==> src/rtl/cpu_isa_pkg.sv <==
// Shared ISA definitions for the decode stage: opcodes, one-hot ALU operation
// bit positions, instruction field positions and decoder state/record types.
package cpu_isa_pkg;

  localparam int ISA_DATA_W    = 16;
  localparam int ISA_OP_W      = 13;
  localparam int ISA_REG_AW    = 3;
  localparam int ISA_ILL_CNT_W = 8;

  localparam logic [4:0] OPC_NOP = 5'b00000;
  localparam logic [4:0] OPC_NOT = 5'b00001;
  localparam logic [4:0] OPC_INC = 5'b00010;
  localparam logic [4:0] OPC_DEC = 5'b00011;
  localparam logic [4:0] OPC_OUT = 5'b00100;
  localparam logic [4:0] OPC_IN  = 5'b00101;
  localparam logic [4:0] OPC_MOV = 5'b01000;
  localparam logic [4:0] OPC_ADD = 5'b01001;
  localparam logic [4:0] OPC_SUB = 5'b01010;
  localparam logic [4:0] OPC_AND = 5'b01011;
  localparam logic [4:0] OPC_OR  = 5'b01100;
  localparam logic [4:0] OPC_SHL = 5'b01101;
  localparam logic [4:0] OPC_SHR = 5'b01110;
  localparam logic [4:0] OPC_LDM = 5'b10000;

  localparam int OP_OUT = 12;
  localparam int OP_IN  = 11;
  localparam int OP_NOP = 10;
  localparam int OP_NOT = 9;
  localparam int OP_MOV = 8;
  localparam int OP_ADD = 7;
  localparam int OP_SUB = 6;
  localparam int OP_AND = 5;
  localparam int OP_OR  = 4;
  localparam int OP_SHL = 3;
  localparam int OP_SHR = 2;
  localparam int OP_INC = 1;
  localparam int OP_DEC = 0;

  localparam logic [ISA_OP_W-1:0] NOP_ONEHOT = 13'h0400;

  localparam int OPC_MSB   = 15;
  localparam int OPC_LSB   = 11;
  localparam int RSRC_MSB  = 10;
  localparam int RSRC_LSB  = 8;
  localparam int RDST_MSB  = 7;
  localparam int RDST_LSB  = 5;
  localparam int SHAMT_MSB = 4;
  localparam int SHAMT_LSB = 1;

  typedef enum logic {
    ST_DECODE   = 1'b0,
    ST_WAIT_IMM = 1'b1
  } dec_state_e;

  function automatic logic [ISA_OP_W-1:0] onehotOp(input int idx);
    return ISA_OP_W'(1) << idx;
  endfunction

endpackage

==> src/rtl/alu_op_lut.sv <==
// Combinational opcode table: maps a 5-bit opcode to its one-hot ALU operation
// and the per-opcode control flags used by the decoder.
module alu_op_lut
  import cpu_isa_pkg::*;
(
  input  logic [4:0]          opcode_i,
  output logic [ISA_OP_W-1:0] aluOperation_o,
  output logic                regWrite_o,
  output logic                usesShamt_o,
  output logic                isLdm_o,
  output logic                illegal_o
);

  // Undefined opcodes fall through to NOP so the one-hot bus is never empty.
  always_comb begin
    aluOperation_o = NOP_ONEHOT;
    regWrite_o     = 1'b0;
    usesShamt_o    = 1'b0;
    isLdm_o        = 1'b0;
    illegal_o      = 1'b0;
    case (opcode_i)
      OPC_NOP: aluOperation_o = NOP_ONEHOT;
      OPC_NOT: begin aluOperation_o = onehotOp(OP_NOT); regWrite_o = 1'b1; end
      OPC_INC: begin aluOperation_o = onehotOp(OP_INC); regWrite_o = 1'b1; end
      OPC_DEC: begin aluOperation_o = onehotOp(OP_DEC); regWrite_o = 1'b1; end
      OPC_OUT: aluOperation_o = onehotOp(OP_OUT);
      OPC_IN:  begin aluOperation_o = onehotOp(OP_IN);  regWrite_o = 1'b1; end
      OPC_MOV: begin aluOperation_o = onehotOp(OP_MOV); regWrite_o = 1'b1; end
      OPC_ADD: begin aluOperation_o = onehotOp(OP_ADD); regWrite_o = 1'b1; end
      OPC_SUB: begin aluOperation_o = onehotOp(OP_SUB); regWrite_o = 1'b1; end
      OPC_AND: begin aluOperation_o = onehotOp(OP_AND); regWrite_o = 1'b1; end
      OPC_OR:  begin aluOperation_o = onehotOp(OP_OR);  regWrite_o = 1'b1; end
      OPC_SHL: begin
        aluOperation_o = onehotOp(OP_SHL);
        regWrite_o     = 1'b1;
        usesShamt_o    = 1'b1;
      end
      OPC_SHR: begin
        aluOperation_o = onehotOp(OP_SHR);
        regWrite_o     = 1'b1;
        usesShamt_o    = 1'b1;
      end
      OPC_LDM: begin
        aluOperation_o = onehotOp(OP_MOV);
        regWrite_o     = 1'b1;
        isLdm_o        = 1'b1;
      end
      default: illegal_o = 1'b1;
    endcase
  end

endmodule

==> src/rtl/alu_op_decoder.sv <==
// Decode stage: turns fetched words into registered ID/EX controls, sequences
// the two-word LDM, honours stall/flush and counts illegal opcodes.
module alu_op_decoder
  import cpu_isa_pkg::*;
#(
  parameter int DATA_W    = ISA_DATA_W,
  parameter int OP_W      = ISA_OP_W,
  parameter int REG_AW    = ISA_REG_AW,
  parameter int ILL_CNT_W = ISA_ILL_CNT_W
) (
  input  logic                 clk,
  input  logic                 rst_n,
  input  logic                 instr_valid,
  input  logic [DATA_W-1:0]    instr,
  input  logic                 stall,
  input  logic                 flush,
  output logic                 ex_valid,
  output logic [OP_W-1:0]      ex_alu_operation,
  output logic [3:0]           ex_shamt,
  output logic [REG_AW-1:0]    ex_rsrc,
  output logic [REG_AW-1:0]    ex_rdst,
  output logic [DATA_W-1:0]    ex_imm,
  output logic                 ex_imm_sel,
  output logic                 ex_reg_write,
  output logic                 ex_illegal,
  output logic [ILL_CNT_W-1:0] ill_count
);

  dec_state_e           state_q;
  logic [REG_AW-1:0]    rdstLatch_q;
  logic                 exValid_q;
  logic [OP_W-1:0]      exOp_q;
  logic [3:0]           exShamt_q;
  logic [REG_AW-1:0]    exRsrc_q;
  logic [REG_AW-1:0]    exRdst_q;
  logic [DATA_W-1:0]    exImm_q;
  logic                 exImmSel_q;
  logic                 exRegWrite_q;
  logic                 exIllegal_q;
  logic [ILL_CNT_W-1:0] illCnt_q;
  logic [ILL_CNT_W-1:0] illCnt_d;

  logic [4:0]        opcode;
  logic [REG_AW-1:0] fieldRsrc;
  logic [REG_AW-1:0] fieldRdst;
  logic [3:0]        fieldShamt;
  logic [OP_W-1:0]   lutOp;
  logic              lutRegWrite;
  logic              lutUsesShamt;
  logic              lutIsLdm;
  logic              lutIllegal;

  assign opcode     = instr[OPC_MSB:OPC_LSB];
  assign fieldRsrc  = instr[RSRC_MSB:RSRC_LSB];
  assign fieldRdst  = instr[RDST_MSB:RDST_LSB];
  assign fieldShamt = instr[SHAMT_MSB:SHAMT_LSB];

  alu_op_lut uLut (
    .opcode_i       (opcode),
    .aluOperation_o (lutOp),
    .regWrite_o     (lutRegWrite),
    .usesShamt_o    (lutUsesShamt),
    .isLdm_o        (lutIsLdm),
    .illegal_o      (lutIllegal)
  );

  assign illCnt_d = (illCnt_q == '1) ? illCnt_q : illCnt_q + ILL_CNT_W'(1);

  // Flush outranks stall; a stalled cycle leaves every register untouched.
  always_ff @(posedge clk or negedge rst_n) begin
    if (!rst_n) begin
      state_q      <= ST_DECODE;
      rdstLatch_q  <= '0;
      exValid_q    <= 1'b0;
      exOp_q       <= NOP_ONEHOT;
      exShamt_q    <= '0;
      exRsrc_q     <= '0;
      exRdst_q     <= '0;
      exImm_q      <= '0;
      exImmSel_q   <= 1'b0;
      exRegWrite_q <= 1'b0;
      exIllegal_q  <= 1'b0;
      illCnt_q     <= '0;
    end else if (flush) begin
      state_q      <= ST_DECODE;
      exValid_q    <= 1'b0;
      exOp_q       <= NOP_ONEHOT;
      exShamt_q    <= '0;
      exRsrc_q     <= '0;
      exRdst_q     <= '0;
      exImm_q      <= '0;
      exImmSel_q   <= 1'b0;
      exRegWrite_q <= 1'b0;
      exIllegal_q  <= 1'b0;
    end else if (!stall) begin
      case (state_q)
        ST_DECODE: begin
          if (instr_valid && !lutIsLdm) begin
            exValid_q    <= 1'b1;
            exOp_q       <= lutOp;
            exShamt_q    <= lutUsesShamt ? fieldShamt : 4'd0;
            exRsrc_q     <= fieldRsrc;
            exRdst_q     <= fieldRdst;
            exImm_q      <= '0;
            exImmSel_q   <= 1'b0;
            exRegWrite_q <= lutRegWrite;
            exIllegal_q  <= lutIllegal;
            if (lutIllegal) begin
              illCnt_q <= illCnt_d;
            end
          end else begin
            // LDM opcode word only arms the sequencer; EX sees a bubble.
            if (instr_valid) begin
              rdstLatch_q <= fieldRdst;
              state_q     <= ST_WAIT_IMM;
            end
            exValid_q    <= 1'b0;
            exOp_q       <= NOP_ONEHOT;
            exShamt_q    <= '0;
            exRsrc_q     <= '0;
            exRdst_q     <= '0;
            exImm_q      <= '0;
            exImmSel_q   <= 1'b0;
            exRegWrite_q <= 1'b0;
            exIllegal_q  <= 1'b0;
          end
        end
        ST_WAIT_IMM: begin
          if (instr_valid) begin
            state_q      <= ST_DECODE;
            exValid_q    <= 1'b1;
            exOp_q       <= onehotOp(OP_MOV);
            exShamt_q    <= '0;
            exRsrc_q     <= '0;
            exRdst_q     <= rdstLatch_q;
            exImm_q      <= instr;
            exImmSel_q   <= 1'b1;
            exRegWrite_q <= 1'b1;
            exIllegal_q  <= 1'b0;
          end else begin
            exValid_q    <= 1'b0;
            exOp_q       <= NOP_ONEHOT;
            exShamt_q    <= '0;
            exRsrc_q     <= '0;
            exRdst_q     <= '0;
            exImm_q      <= '0;
            exImmSel_q   <= 1'b0;
            exRegWrite_q <= 1'b0;
            exIllegal_q  <= 1'b0;
          end
        end
      endcase
    end
  end

  assign ex_valid         = exValid_q;
  assign ex_alu_operation = exOp_q;
  assign ex_shamt         = exShamt_q;
  assign ex_rsrc          = exRsrc_q;
  assign ex_rdst          = exRdst_q;
  assign ex_imm           = exImm_q;
  assign ex_imm_sel       = exImmSel_q;
  assign ex_reg_write     = exRegWrite_q;
  assign ex_illegal       = exIllegal_q;
  assign ill_count        = illCnt_q;

endmodule

==> config.mk <==
export PLATFORM = sky130hd
export DESIGN_NAME = alu_op_decoder
export DESIGN_NICKNAME = d
export VERILOG_FILES = /design/src/rtl/cpu_isa_pkg.sv /design/src/rtl/alu_op_lut.sv /design/src/rtl/alu_op_decoder.sv
export SDC_FILE = /design/constraint.sdc
export NUM_CORES = 1
export LEC_CHECK = 0
export CORE_MARGIN = 4
export CORE_UTILIZATION = 44
export CTS_BUF_LIST = sky130_fd_sc_hd__clkbuf_4 sky130_fd_sc_hd__clkbuf_8
export CTS_CLUSTER_DIAMETER = 40
export CTS_CLUSTER_SIZE = 25
export DETAILED_ROUTE_END_ITERATION = 8
export PLACE_DENSITY_LB_ADDON = 0.25
export SLEW_MARGIN = 20
export SYNTH_ARGS = -nofsm -noshare
export SYNTH_HDL_FRONTEND = slang
export SYNTH_HIERARCHICAL = 1
export SYNTH_SLANG_ARGS = --single-unit
==> constraint.sdc <==
create_clock -name clk -period 1.3 [get_ports clk]
set_input_delay 0.26 -clock clk [delete_from_list [all_inputs] [get_ports clk]]
set_output_delay 0.26 -clock clk [all_outputs]
set_load 0.02 [all_outputs]
==> impl_metrics.env <==
export IMPL_violations="setup timing"
export IMPL_rsz0062_at_grt="true"
export IMPL_cts_sinks=55
export IMPL_crit_path_end_kind="flip-flop"
export IMPL_start_util=0.462
export IMPL_holdCritPathClass="in -> reg"
export IMPL_p_per_area_nw_per_um2=1010
export IMPL_tns_ns=-3.03
export IMPL_syn_cell_area_um2=2400
export IMPL_yosysWarnings=6
export IMPL_syn_num_nets=219
export IMPL_worstPathCellList="buf_6, or3b_4, nor3_4, buf_6, nor4_4, buf_4, nand3_2, mux2_4"
export IMPL_crit_path_start_kind="input pin"
export IMPL_fin_nets=333
export IMPL_hpwlAfterDp_mm=4.50
export IMPL_grtUsageTotal=0.206
export IMPL_final_max_slew_viol_count=0
export IMPL_drc=0
export IMPL_yosysMostFrequentCell="dfrtp_1"
export IMPL_finalCritPeriodShare=1.20
export IMPL_root_buffer="clkbuf_8"
export IMPL_wirelength_mm=6.15
export IMPL_dieWidth_um=81.9
export IMPL_drtIter0Drc=113
export IMPL_setup_viol=28
export IMPL_maxCapViolations=0
export IMPL_setup_worst_path_class="in -> reg"
export IMPL_synth_edf_count=0
export IMPL_synth_ff_type="dfrtp_1"
export IMPL_finalPower_w=0.00381
export IMPL_antenna_found_initial=0
export IMPL_synth_seq_cells=55
export IMPL_core_area_um2=5200
export IMPL_p_leak_nw=1.84
export IMPL_wl_per_cell_um=16.1
export IMPL_ioPinCount=72
export IMPL_io_buffer_count=71
export IMPL_synthToLayoutAreaGrowth_pct=56.3
export IMPL_h_tree_depth=2
export IMPL_yosysUniqueCellTypes=48
export IMPL_vias_per_cell=5.24
export IMPL_clockBufferDepth=2
export IMPL_setup_slack_ns=-0.260
export IMPL_ys_seq_area_frac=0.573
export IMPL_cp_num_buf_inv=3
export IMPL_cp_slowest_cell="nor4_4"
export IMPL_cts_made_buffers=5
export IMPL_maxSlewHeadroom=0.673
export IMPL_gp_congestion=0.794
export IMPL_crit_family="simple AND/OR/NAND/NOR gates"
export IMPL_arrival_ns=1.75
export IMPL_cp_max_fo=5
export IMPL_synth_top_area_cell="dfrtp_1"
export IMPL_syn_area_per_cell_um2=12.2
export IMPL_worst_pin_slew_ns=0.491
export IMPL_netlist_top_cells_area="dfrtp_1, a22o_1, mux2_4"
export IMPL_die_h_um=81.9
export IMPL_status="finished with violations"
export IMPL_rrSetupSlack_ns=-0.17
export IMPL_cp_common_cell="buf_6"
export IMPL_critPathMaxStageDelay_ns=0.39
export IMPL_drive_above_1_share=0.372
export IMPL_first_pass_iters=4
export IMPL_rows=26
export IMPL_finalHoldViolations=0
export IMPL_ant_nets=0
export IMPL_die_area_um2=6710
export IMPL_grt_pass1_wl_mm=10.6
export IMPL_grt_ovfl_total=0
export IMPL_path_clk_slew_ns=0.09
export IMPL_insertion_delay_ns=0.30
export IMPL_timing_fmax_mhz=641
export IMPL_grt_pass1_vias=2142
export IMPL_synth_top_cell_area_share=0.562
export IMPL_diodes=0
export IMPL_grt_max_degree=22
export IMPL_critPathRequiredTime_ns=1.49
export IMPL_cts_tree="done"
export IMPL_via_count=2000
export IMPL_synth_cells=197
export IMPL_synthTopCellsByCount="dfrtp_1, a22o_1, nor2_1, clkbuf_1, inv_1"
export IMPL_vdd_drop_max_mv=0.870
export IMPL_clock_skew_ns=0.00599
export IMPL_final_min_clock_period_ns=1.56
export IMPL_async_flop_share=1.00
[flip-flops by register name, summed over array words and instances (netlist names)]
name and cells:
ex_rsrc 3, rdstLatch_q 3, ex_imm_sel 1, ex_rdst 3, ex_reg_write 1, ex_shamt 4
ex_valid 1, ill_count 8, ex_alu_operation 13, ex_imm 16, state_q 1, ex_illegal 1
[final timing paths]
| check | startpoint | cells after the start | to |
|---|---|---|---|
| worst max-delay path | instr[15] | 8 | ill_count[7] |
| worst min-delay path | instr[14] | 3 | ex_imm[14] |
| worst max register to register | state_q | 4 | ill_count[7] |
| worst min register to register | ex_alu_operation[10] | 2 | ex_alu_operation[10] |
| max in group asynchronous | rst_n | 3 | ex_alu_operation[10] |
| min in group asynchronous | rst_n | 2 | ex_rsrc[0] |
[kinds of logic after synthesis]
logic type	Yosys count	synth area share
simple gates	48	0.121
flops	55	0.573
compound gates	57	0.198
fa+ha+maj	1	0.00520
mux	7	0.0375
buf+inv	23	0.0432
xor+xnor	6	0.0219
[final cells by class]
type | count | area, um2
clock buffers | 7 | 83.8
clock inverters | 1 | 30.0
fillers | 366 | 1450
inverters | 8 | 30.0
multi-input cells | 119 | 1040
flip-flops and latches | 55 | 1380
well taps | 70 | 87.6
repair buffers | 122 | 1100
[layer usage]
metal  wire [um]  up-vias  GRT usage
li1            -      960          -
met1        2600      984      0.266
met2        3160       49      0.347
met3         315        7     0.0417
met4          77        0     0.0698
met5           0        -          0
[stage by stage]
stage	std cells	hold WS [ns]	instance area (um2)	utilization	setup WS, ns
3_5_place_dp	364	0.184	3560	0.684	-0.967
5_1_grt	382	0.372	3760	0.722	-0.303
3_3_place_gp	364	0.187	3560	0.684	-0.950
2_1_floorplan	197	-0.0356	2480	-	-0.459
4_1_cts	381	0.332	3750	0.720	-0.276
6_report	382	0.343	3760	0.722	-0.260
[layout by cell type (no fill, tap or decap), types with 2 or more instances in the layout]
master / Yosys / final
dfrtp_1: 54 / 51
buf_4: 1 / 35
a22o_1: 31 / 31
clkdlybuf4s15_1: 0 / 27
clkbuf_2: 1 / 16
buf_6: 1 / 14
clkdlybuf4s50_1: 0 / 11
nor2_1: 11 / 10
inv_1: 8 / 8
dlygate4sd2_1: 0 / 6
buf_12: 0 / 6
mux2_4: 3 / 5
a21oi_1: 6 / 5
clkbuf_8: 0 / 5
buf_2: 4 / 5
nor3_1: 7 / 5
a32o_1: 4 / 4
nand2_1: 3 / 3
nand3_2: 0 / 3
a222oi_1: 3 / 3
xnor2_1: 5 / 3
dfrtp_2: 0 / 3
nand2b_1: 3 / 3
a21o_1: 2 / 2
nor3_4: 0 / 2
a221o_1: 2 / 2
nand3_1: 5 / 2
nand4_1: 2 / 2
xnor2_2: 0 / 2
o21ai_0: 2 / 2
mux2_2: 3 / 2
clkbuf_4: 0 / 2
or2b_1: 2 / 2
[report_power, final]
part | switching, W | internal (W) | total (W) | leakage, nW
logic | 0.000400 | 0.000423 | 0.000823 | 1.03
registers | 0.0000681 | 0.00179 | 0.00186 | 0.752
clock network | 0.000513 | 0.000618 | 0.00113 | 0.0593
total | 0.000981 | 0.00283 | 0.00381 | 1.84
[worst reg2reg max path: stages (launching register included)]
cell     delay [ns]
dfrtp_2        0.46
nor4_4         0.29
buf_4          0.23
nand3_2        0.08
mux2_4         0.30
[what timing repair did]
action / 4_1_cts / 5_1_grt
setup buffers: 8 / 5
cloned: 1 / 0
hold endpoints to repair: 11 / 0
gates resized for setup: 114 / 64
endpoints found under the setup margin: 106 / 94
hold buffers: 1 / 0
pin swaps: 13 / 18
Note: power is estimated with default switching activity, not from simulation.
